--- config.mk ---
export PLATFORM = sky130hd
export DESIGN_NAME = sram_req_arbiter
export DESIGN_NICKNAME = d
export VERILOG_FILES = /design/src/rtl/mem_if_pkg.sv /design/src/rtl/owner_fifo.sv /design/src/rtl/sram_req_arbiter.sv
export SDC_FILE = /design/constraint.sdc
export NUM_CORES = 1
export LEC_CHECK = 0
export BUFFER_PORTS_ARGS = -buffer_cell sky130_fd_sc_hd__buf_2
export CAP_MARGIN = 20
export CORE_AREA = 2 2 110 112
export CTS_BUF_LIST = sky130_fd_sc_hd__clkbuf_2
export DETAILED_ROUTE_END_ITERATION = 8
export DIE_AREA = 0 0 112 114
export PLACE_DENSITY = 0.5
export SETUP_SLACK_MARGIN = 0.2
export SLEW_MARGIN = 20
export SYNTH_ARGS = -nofsm -noshare
export SYNTH_HDL_FRONTEND = slang
export SYNTH_HIERARCHICAL = 1
export SYNTH_SLANG_ARGS = --single-unit
--- constraint.sdc ---
create_clock -name clk -period 4.05 [get_ports clk]
set_input_delay 0.81 -clock clk [delete_from_list [all_inputs] [get_ports clk]]
set_output_delay 0.81 -clock clk [all_outputs]
set_load 0.01 [all_outputs]
--- src/rtl/mem_if_pkg.sv ---
// Shared encodings for the IF/data memory-port arbitration slice.
// Latency: none (types and constants only).
// Backpressure: not applicable.
package mem_if_pkg;

    // Access size as driven on the memory port.
    localparam logic [1:0] SZ_B = 2'd0;
    localparam logic [1:0] SZ_H = 2'd1;
    localparam logic [1:0] SZ_W = 2'd2;

    // Owner tag stored per outstanding transaction.
    localparam logic OWN_I = 1'b0;
    localparam logic OWN_D = 1'b1;

    // Which requester currently holds the memory port mid-handshake.
    typedef enum logic [1:0] {
        LOCK_NONE = 2'd0,
        LOCK_INST = 2'd1,
        LOCK_DATA = 2'd2
    } lock_e;

    // True for the three size encodings the memory port understands.
    function automatic logic size_is_legal(input logic [1:0] sz);
        return (sz == SZ_B) || (sz == SZ_H) || (sz == SZ_W);
    endfunction

endpackage

--- src/rtl/owner_fifo.sv ---
// In-order FIFO of 1-bit owner tags for accepted-but-unanswered transactions.
// Latency: push/pop take effect at the next clock; head_o is the oldest tag.
// Backpressure: full_o/empty_o flags; a push when full or a pop when empty is ignored.
module owner_fifo #(
    parameter int DEPTH = 4
) (
    input  logic clk,
    input  logic resetn,
    input  logic push_i,
    input  logic push_dat_i,
    input  logic pop_i,
    output logic full_o,
    output logic empty_o,
    output logic head_o
);

    localparam int PW = $clog2(DEPTH);
    localparam int CW = $clog2(DEPTH + 1);
    localparam logic [CW-1:0] CNT_FULL = CW'(DEPTH);

    logic [DEPTH-1:0] mem_q, mem_d;
    logic [PW-1:0]    wr_ptr_q, wr_ptr_d;
    logic [PW-1:0]    rd_ptr_q, rd_ptr_d;
    logic [CW-1:0]    count_q, count_d;
    logic             do_push, do_pop;

    assign full_o  = (count_q == CNT_FULL);
    assign empty_o = (count_q == '0);
    assign head_o  = mem_q[rd_ptr_q];

    assign do_push = push_i & ~full_o;
    assign do_pop  = pop_i & ~empty_o;

    // Next-state for storage, pointers (wrap naturally, DEPTH is a power of 2) and occupancy.
    always_comb begin
        mem_d    = mem_q;
        wr_ptr_d = wr_ptr_q;
        rd_ptr_d = rd_ptr_q;
        count_d  = count_q;
        if (do_push) begin
            mem_d[wr_ptr_q] = push_dat_i;
            wr_ptr_d        = wr_ptr_q + PW'(1);
        end
        if (do_pop) begin
            rd_ptr_d = rd_ptr_q + PW'(1);
        end
        case ({do_push, do_pop})
            2'b10:   count_d = count_q + CW'(1);
            2'b01:   count_d = count_q - CW'(1);
            default: count_d = count_q;
        endcase
    end

    // FIFO state registers with synchronous clear.
    always_ff @(posedge clk) begin
        if (!resetn) begin
            mem_q    <= '0;
            wr_ptr_q <= '0;
            rd_ptr_q <= '0;
            count_q  <= '0;
        end else begin
            mem_q    <= mem_d;
            wr_ptr_q <= wr_ptr_d;
            rd_ptr_q <= rd_ptr_d;
            count_q  <= count_d;
        end
    end

endmodule

--- src/rtl/sram_req_arbiter.sv ---
// Shares one SRAM-like port between inst fetch and data access; routes responses back in order.
// Latency: zero-cycle combinational request mux and response pass-through.
// Backpressure: stalls both requesters when OT_DEPTH transactions are outstanding; holds a stalled requester locked.
module sram_req_arbiter
    import mem_if_pkg::*;
#(
    parameter int OT_DEPTH   = 4,
    parameter int STARVE_MAX = 3
) (
    input  logic        clk,
    input  logic        resetn,
    input  logic        i_req,
    input  logic [31:0] i_addr,
    output logic        i_addr_ok,
    output logic        i_data_ok,
    output logic [31:0] i_rdata,
    input  logic        d_req,
    input  logic        d_wr,
    input  logic [1:0]  d_size,
    input  logic [31:0] d_addr,
    input  logic [3:0]  d_wstrb,
    input  logic [31:0] d_wdata,
    output logic        d_addr_ok,
    output logic        d_data_ok,
    output logic [31:0] d_rdata,
    output logic        s_req,
    output logic        s_wr,
    output logic [1:0]  s_size,
    output logic [31:0] s_addr,
    output logic [3:0]  s_wstrb,
    output logic [31:0] s_wdata,
    input  logic        s_addr_ok,
    input  logic        s_data_ok,
    input  logic [31:0] s_rdata,
    output logic        err_spurious
);

    localparam int SW = $clog2(STARVE_MAX + 1);
    localparam logic [SW-1:0] STARVE_TOP = SW'(STARVE_MAX);

    lock_e         lock_q, lock_d;
    logic [SW-1:0] starve_q, starve_d;
    logic          err_q, err_d;

    logic sel_inst, sel_data;
    logic accept, pop;
    logic fifo_full, fifo_empty, fifo_head;

    owner_fifo #(
        .DEPTH (OT_DEPTH)
    ) u_owner_fifo (
        .clk        (clk),
        .resetn     (resetn),
        .push_i     (accept),
        .push_dat_i (sel_data ? OWN_D : OWN_I),
        .pop_i      (pop),
        .full_o     (fifo_full),
        .empty_o    (fifo_empty),
        .head_o     (fifo_head)
    );

    // Lock, starvation counter and spurious-response flag registers.
    always_ff @(posedge clk) begin
        if (!resetn) begin
            lock_q   <= LOCK_NONE;
            starve_q <= '0;
            err_q    <= 1'b0;
        end else begin
            lock_q   <= lock_d;
            starve_q <= starve_d;
            err_q    <= err_d;
        end
    end

    // Requester selection, request mux and next-state for lock/starvation/error.
    always_comb begin
        sel_inst = 1'b0;
        sel_data = 1'b0;
        lock_d   = lock_q;
        starve_d = starve_q;
        err_d    = err_q | (s_data_ok & fifo_empty);

        // A full owner FIFO blocks everyone; a locked requester keeps the port until accepted.
        if (!fifo_full) begin
            case (lock_q)
                LOCK_INST: sel_inst = 1'b1;
                LOCK_DATA: sel_data = 1'b1;
                default: begin
                    if (d_req && !(i_req && (starve_q == STARVE_TOP))) begin
                        sel_data = 1'b1;
                    end else if (i_req) begin
                        sel_inst = 1'b1;
                    end
                end
            endcase
        end

        s_req   = (sel_data & d_req) | (sel_inst & i_req);
        s_wr    = sel_data ? d_wr    : 1'b0;
        s_size  = sel_data ? d_size  : SZ_W;
        s_addr  = sel_data ? d_addr  : i_addr;
        s_wstrb = sel_data ? d_wstrb : 4'h0;
        s_wdata = sel_data ? d_wdata : 32'h0;

        accept = s_req & s_addr_ok;

        // Hold the port for a stalled requester; any s_addr_ok releases it.
        if (accept || s_addr_ok) begin
            lock_d = LOCK_NONE;
        end else if (s_req) begin
            lock_d = sel_data ? LOCK_DATA : LOCK_INST;
        end

        if (accept && sel_inst) begin
            starve_d = '0;
        end else if (accept && sel_data && i_req && (starve_q != STARVE_TOP)) begin
            starve_d = starve_q + SW'(1);
        end
    end

    assign i_addr_ok = accept & sel_inst;
    assign d_addr_ok = accept & sel_data;

    // Responses return in issue order, so the FIFO head names the owner.
    assign pop       = s_data_ok & ~fifo_empty;
    assign i_data_ok = pop & (fifo_head == OWN_I);
    assign d_data_ok = pop & (fifo_head == OWN_D);
    assign i_rdata   = s_rdata;
    assign d_rdata   = s_rdata;

    assign err_spurious = err_q;

endmodule

==> flow_metrics.tcl, run 1 <==
set metrics [dict create \
    syn_to_final_growth_pct 27.5 \
    synthesis.area_mm2 0.00226 \
    cp_data_arrival_time_ps 2480 \
    avgSynthCellArea_um2 8.81 \
    die-area_mm2 0.0128 \
    clk_pin_slew_ps 160 \
    synth_top_family_by_area "buffers and inverters" \
    clkSinkCount 16 \
    ys_ff_latch 16 \
    initial_utilization_pct 19.3 \
    antenna_cells 0 \
    maxSlewHeadroom_pct 69.1 \
    die_h_um 114 \
    post-route-util_pct 24.6 \
    finClkSkew_ps 18.9 \
    fin_ws_ps 755 \
    num_vias 2204 \
    peakVddDrop_mv 0.106 \
    synth-simple-area-share_pct 22.6 \
    muxShareOfSynthArea_pct 22.8 \
    synth_flop_cell "dfxtp_1" \
    worst_setup_path_end_kind "output pin" \
    ios 282 \
    worst_slew_pin_slew_ps 463 \
    die_w_um 112 \
    clock_tree.root_cell "clkbuf_2" \
    max_freq_mhz 304 \
    place_hpwl_um 7010 \
    yosysMostFrequentCell "buf_4" \
    pre_cts_slack_ps 695 \
    drive_gt1_share_pct 60.9 \
    synth_cell_types 44 \
    gr-total-overflow 0 \
    met1_usage_pct 16.3 \
    seq_area_frac_synth_pct 14.2 \
    finalSetupTns_ps 0 \
    cp_slowest_stage_delay_ps 420 \
    synth_xor_area_share_pct 0.774 \
    cts_tree "built" \
    finalCriticalPeriod_ps 3290 \
    cp_slowest_cell "mux2_2" \
    antenna_found_initial 0 \
    synthArstFlopShare_pct 0 \
    hold_viol_final 0 \
    critPathBufInv 3 \
    wl_per_cell_um 15.9 \
    cp_cell_sequence "inv_1 -> ha_1 -> nor2b_1 -> a31oi_2 -> nor2_4 -> buf_12 -> mux2_2 -> buf_2" \
    synth_nets 407 \
    final_nets 527 \
    met2_usage_pct 18.5 \
    final_max_slew_viol_count 0 \
    grt_pass1_vias 2125 \
    critPathRequiredTime_ps 3240 \
    ys_top_cells_by_count "buf_4, and2_1, mux2_4, dfxtp_1, nand2_1" \
    critPathKind "register to output pin" \
    p_leak_nw 1.52 \
    ctsHtreeMaxLevel 1 \
    outcome "completed" \
    synthTopCellsByArea "buf_4, mux2_4, dfxtp_1" \
    cts_buffers 3 \
    finalCritPeriodShare_pct 81.4 \
    synth-edff-count 0 \
    synth_compound_area_share_pct 9.01 \
    grt_usage_pct 11.7 \
    grt_pass1_wl_um 11800 \
    synthCells 257 \
    maxCapViolations 0 \
    synth_adder_area_share_pct 5.31 \
    crit_path_max_fanout 70 \
    core_area_mm2 0.0117 \
    powerDensity_mw_per_mm2 220 \
    busiest_layer "met2" \
    ant_nets 0 \
    start_kind "register" \
    gp_congestion 0.783 \
    num_rows 40 \
    clock_path_buffers 2 \
    yosysTopAreaCell "buf_4" \
    io_buffers 185 \
    grt.met3_usage_pct 3.24 \
    netlist.area_leader.share_pct 21.2 \
    wl_um 8330 \
    cts.repair.resized 0 \
    drc_errors 0 \
    clk_latency_ps 300 \
    via_per_inst 4.21 \
    firstDrtPassIters 4 \
    yosysWarnings 6 \
    grt_max_degree 71 \
    worstHoldPathType "register to register" \
    critical-path-top-delay-family "buffers and inverters" \
    drt-initial-drc-count 74 \
    hold_buffers 0 \
    post_cts_buffers 0 \
    power_mw 0.636 \
    setup_violations 0 \
    rsz0062_at_grt "false" \
]
[stage by stage]
stage          cells  area, um^2  hold slack, ps
3_5_place_dp     519        2870             491
6_report         523        2890             521
4_1_cts          523        2890             522
3_3_place_gp     519        2870             457
2_1_floorplan    257        2260             455
5_1_grt          523        2890             545
[kinds of logic (layout without fill, tap and decap cells)]
kind of cell / Yosys count / in the layout
and+or+nand+nor: 84 / 84
buffers and inverters: 83 / 202
muxes: 35 / 35
AOI/OAI and AO/OA: 28 / 28
DFF: 16 / 16
adders and majority gates: 9 / 9
xor gates and xnor gates: 2 / 2
[final timing paths]
path	start	endpoint	slack [ps]	depth (start not counted)
max	lock_q[0]$_SDFFE_PP0P_	s_addr[0]	760	8
min	u_owner_fifo/wr_ptr_q[1]$_SDFFE_PN0P_	u_owner_fifo/wr_ptr_q[1]$_SDFFE_PN0P_	520	2
max reg2reg	lock_q[0]$_SDFFE_PP0P_	u_owner_fifo/count_q[2]$_SDFFE_PN0P_	800	13
min reg2reg	u_owner_fifo/wr_ptr_q[1]$_SDFFE_PN0P_	u_owner_fifo/wr_ptr_q[1]$_SDFFE_PN0P_	520	2
[registers in the layout, indices dropped and copies added (netlist names)]
signal                 cells
u_owner_fifo/mem_q         4
u_owner_fifo/count_q       3
lock_q                     2
starve_q                   2
u_owner_fifo/rd_ptr_q      2
u_owner_fifo/wr_ptr_q      2
err_spurious               1
[power breakdown]
| part | internal, mW | switching (mW) |
|---|---|---|
| logic | 0.192 | 0.185 |
| registers | 0.169 | 0.0130 |
| clock network | 0.0215 | 0.0560 |
[worst register-to-register path, stage by stage, from the launching register on]
cell	delay (ps)
dfxtp_1	370
inv_1	60
ha_1	390
o211ai_1	400
o21ai_0	210
and2_1	250
nor2b_2	190
inv_1	60
ha_1	180
inv_1	60
fa_1	380
xor2_1	160
or3_1	320
a21boi_0	170
[layout by cell type, fill, tap and decap left out, drive strengths merged, types with 5 or more instances in the layout]
master	netlist	layout
mux2	32	32
ha	8	8
nor2b	7	7
nand2	16	16
and2	42	42
o211ai	5	5
buf	67	187
dfxtp	16	16
inv	11	11
o21ai	7	7
[area by class of cell]
cell class | instances | area (um^2)
Fill cell | 1295 | 8820
Multi-Input combinational cell | 158 | 1370
Timing Repair Buffer | 187 | 953
Sequential cell | 16 | 320
Tap cell | 147 | 184
Inverter | 11 | 41.3
Clock buffer | 3 | 15.0
Clock inverter | 1 | 3.75
[metal layers]
| metal | share of wire, % | up-vias |
|---|---|---|
| met2 | 45 | 141 |
| met4 | 0.40 | 0 |
| li1 | - | 1034 |
| met5 | 0 | - |
| met3 | 9.6 | 4 |
| met1 | 45 | 1025 |
(Power assumes the default switching activity.)
==> run 2, diff against run 1 <==
clock period = 3.2 ns   (was 4.05 ns; I/O delays follow)
==> run 2 against run 1 <==
Compared with the run above:
- cell count up 1.7%
- sequential power is 27% higher
- worst hold slack worse by 34 ps
- wire length increased by 2.6%
- sequential cell count stayed put
- global-route usage shrank 0.060 points
- utilization grew 1.2 points
- sequential share of layout area down 0.36 points
- critical endpoint is now s_addr[26]
- first-iteration DRC count decreased by 27%
==> flow_metrics.tcl, run 2 (synthesized netlist as in run 1, its figures left out) <==
set metrics [dict create \
    final_max_slew_viol_count 0 \
    start_kind "register" \
    antenna_found_initial 0 \
    place_hpwl_um 6920 \
    p_leak_nw 1.59 \
    clock_tree.root_cell "clkbuf_2" \
    clk_pin_slew_ps 170 \
    wl_per_cell_um 16.1 \
    antenna_cells 0 \
    power_mw 0.844 \
    io_buffers 185 \
    powerDensity_mw_per_mm2 279 \
    max_freq_mhz 348 \
    die_h_um 114 \
    peakVddDrop_mv 0.0919 \
    grt_max_degree 47 \
    finalCriticalPeriod_ps 2870 \
    busiest_layer "met2" \
    top_register "u_owner_fifo/mem_q" \
    final_nets 536 \
    finClkSkew_ps 12.3 \
    drive_gt1_share_pct 64.2 \
    clock_path_buffers 2 \
    final_common_cell "buf_2" \
    setup_violations 0 \
    maxCapViolations 0 \
    grt_pass1_wl_um 11700 \
    drt-initial-drc-count 54 \
    r2r_slack_ps 410 \
    num_vias 2209 \
    grt_pass1_vias 2096 \
    multiInputGateArea_mm2 0.00139 \
    ios 282 \
    worstHoldPathType "register to register" \
    syn_to_final_growth_pct 33.9 \
    worst_setup_path_end_kind "output pin" \
    ant_nets 0 \
    met1_usage_pct 15.4 \
    cts_tree "built" \
    largest_register_ffs 4 \
    layout.cells.most_common_list "buf_2, and2_1, mux2_4" \
    die-area_mm2 0.0128 \
    worst_slew_pin_slew_ps 485 \
    cp_data_arrival_time_ps 2230 \
    dpl-instance-area_mm2 0.00289 \
    clk_latency_ps 300 \
    area.sequential_um2 325 \
    critPathKind "register to output pin" \
    whs_ps 487 \
    met2_usage_pct 18.8 \
    wl_um 8550 \
    outcome "completed" \
    hold_buffers 0 \
    hold_viol_final 0 \
    rsz0062_at_grt "false" \
    biggestRegsByFlops "u_owner_fifo/mem_q: 4 flops, u_owner_fifo/count_q: 3 flops" \
    num-fill-cells 1271 \
    gr-total-overflow 0 \
    ctsHtreeMaxLevel 1 \
    cts_buffers 3 \
    initial_utilization_pct 19.3 \
    via_per_inst 4.15 \
    grt.met3_usage_pct 3.67 \
    maxSlewHeadroom_pct 67.6 \
    finalSetupTns_ps 0 \
    final_cell_area_mm2 0.00303 \
    grt_usage_pct 11.7 \
    gp_congestion 0.747 \
    post-route-util_pct 25.9 \
    core_area_mm2 0.0117 \
    die_w_um 112 \
    firstDrtPassIters 4 \
    drc_errors 0 \
    finalCritPeriodShare_pct 89.8 \
    critPathRequiredTime_ps 2560 \
    clkSinkCount 16 \
    crit_path_max_fanout 11 \
    num_rows 40 \
]
run 2: power breakdown:
| part | leakage [nW] | internal [mW] | total, mW | switching (mW) |
|---|---|---|---|---|
| clock network | 0.0140 | 0.0272 | 0.0958 | 0.0686 |
| logic | 1.44 | 0.274 | 0.517 | 0.243 |
| registers | 0.132 | 0.215 | 0.232 | 0.0165 |
run 2: critical path, stage by stage (launching register included):
cell and delay, ps:
dfxtp_2 360, inv_1 70, ha_4 310, nor2b_1 60
a31oi_2 250, nor2_4 80, buf_4 160, clkbuf_16 180
mux2_4 310, buf_2 140
run 2: cell type report:
cell class / count / share of cell area, %
Multi-Input combinational cell: 158 / 46.0
Timing Repair Buffer: 196 / 35.3
Sequential cell: 16 / 10.7
Tap cell: 147 / 6.07
Inverter: 11 / 1.36
Clock buffer: 3 / 0.495
Clock inverter: 1 / 0.124
run 2: path summary, 6_finish.rpt:
path / end / cells after the start / startpoint
min reg2reg: err_spurious$_SDFF_PN0_ / 2 / err_spurious$_SDFF_PN0_
max reg2reg: u_owner_fifo/count_q[2]$_SDFFE_PN0P_ / 14 / lock_q[0]$_SDFFE_PP0P_
max: s_addr[26] / 9 / lock_q[0]$_SDFFE_PP0P_
min: err_spurious$_SDFF_PN0_ / 2 / err_spurious$_SDFF_PN0_
run 2: routing by layer:
layer  up-vias  wire length [um]
met2       118              3910
met3         8               767
met4         0                76
li1       1052                 -
met5         -                 0
met1      1031              3800
run 2: stage by stage:
stage | setup WS (ps) | cells
2_1_floorplan | 214 | 257
3_3_place_gp | 255 | 520
3_5_place_dp | 162 | 520
4_1_cts | 206 | 525
5_1_grt | 209 | 532
6_report | 327 | 532
run 2: what timing repair did:
action / CTS / global route
setup buffers: 1 / 5
pin swaps: 1 / 1
resized for setup: 1 / 6
endpoints found under the setup margin: 2 / 34
gates cloned: 0 / 2
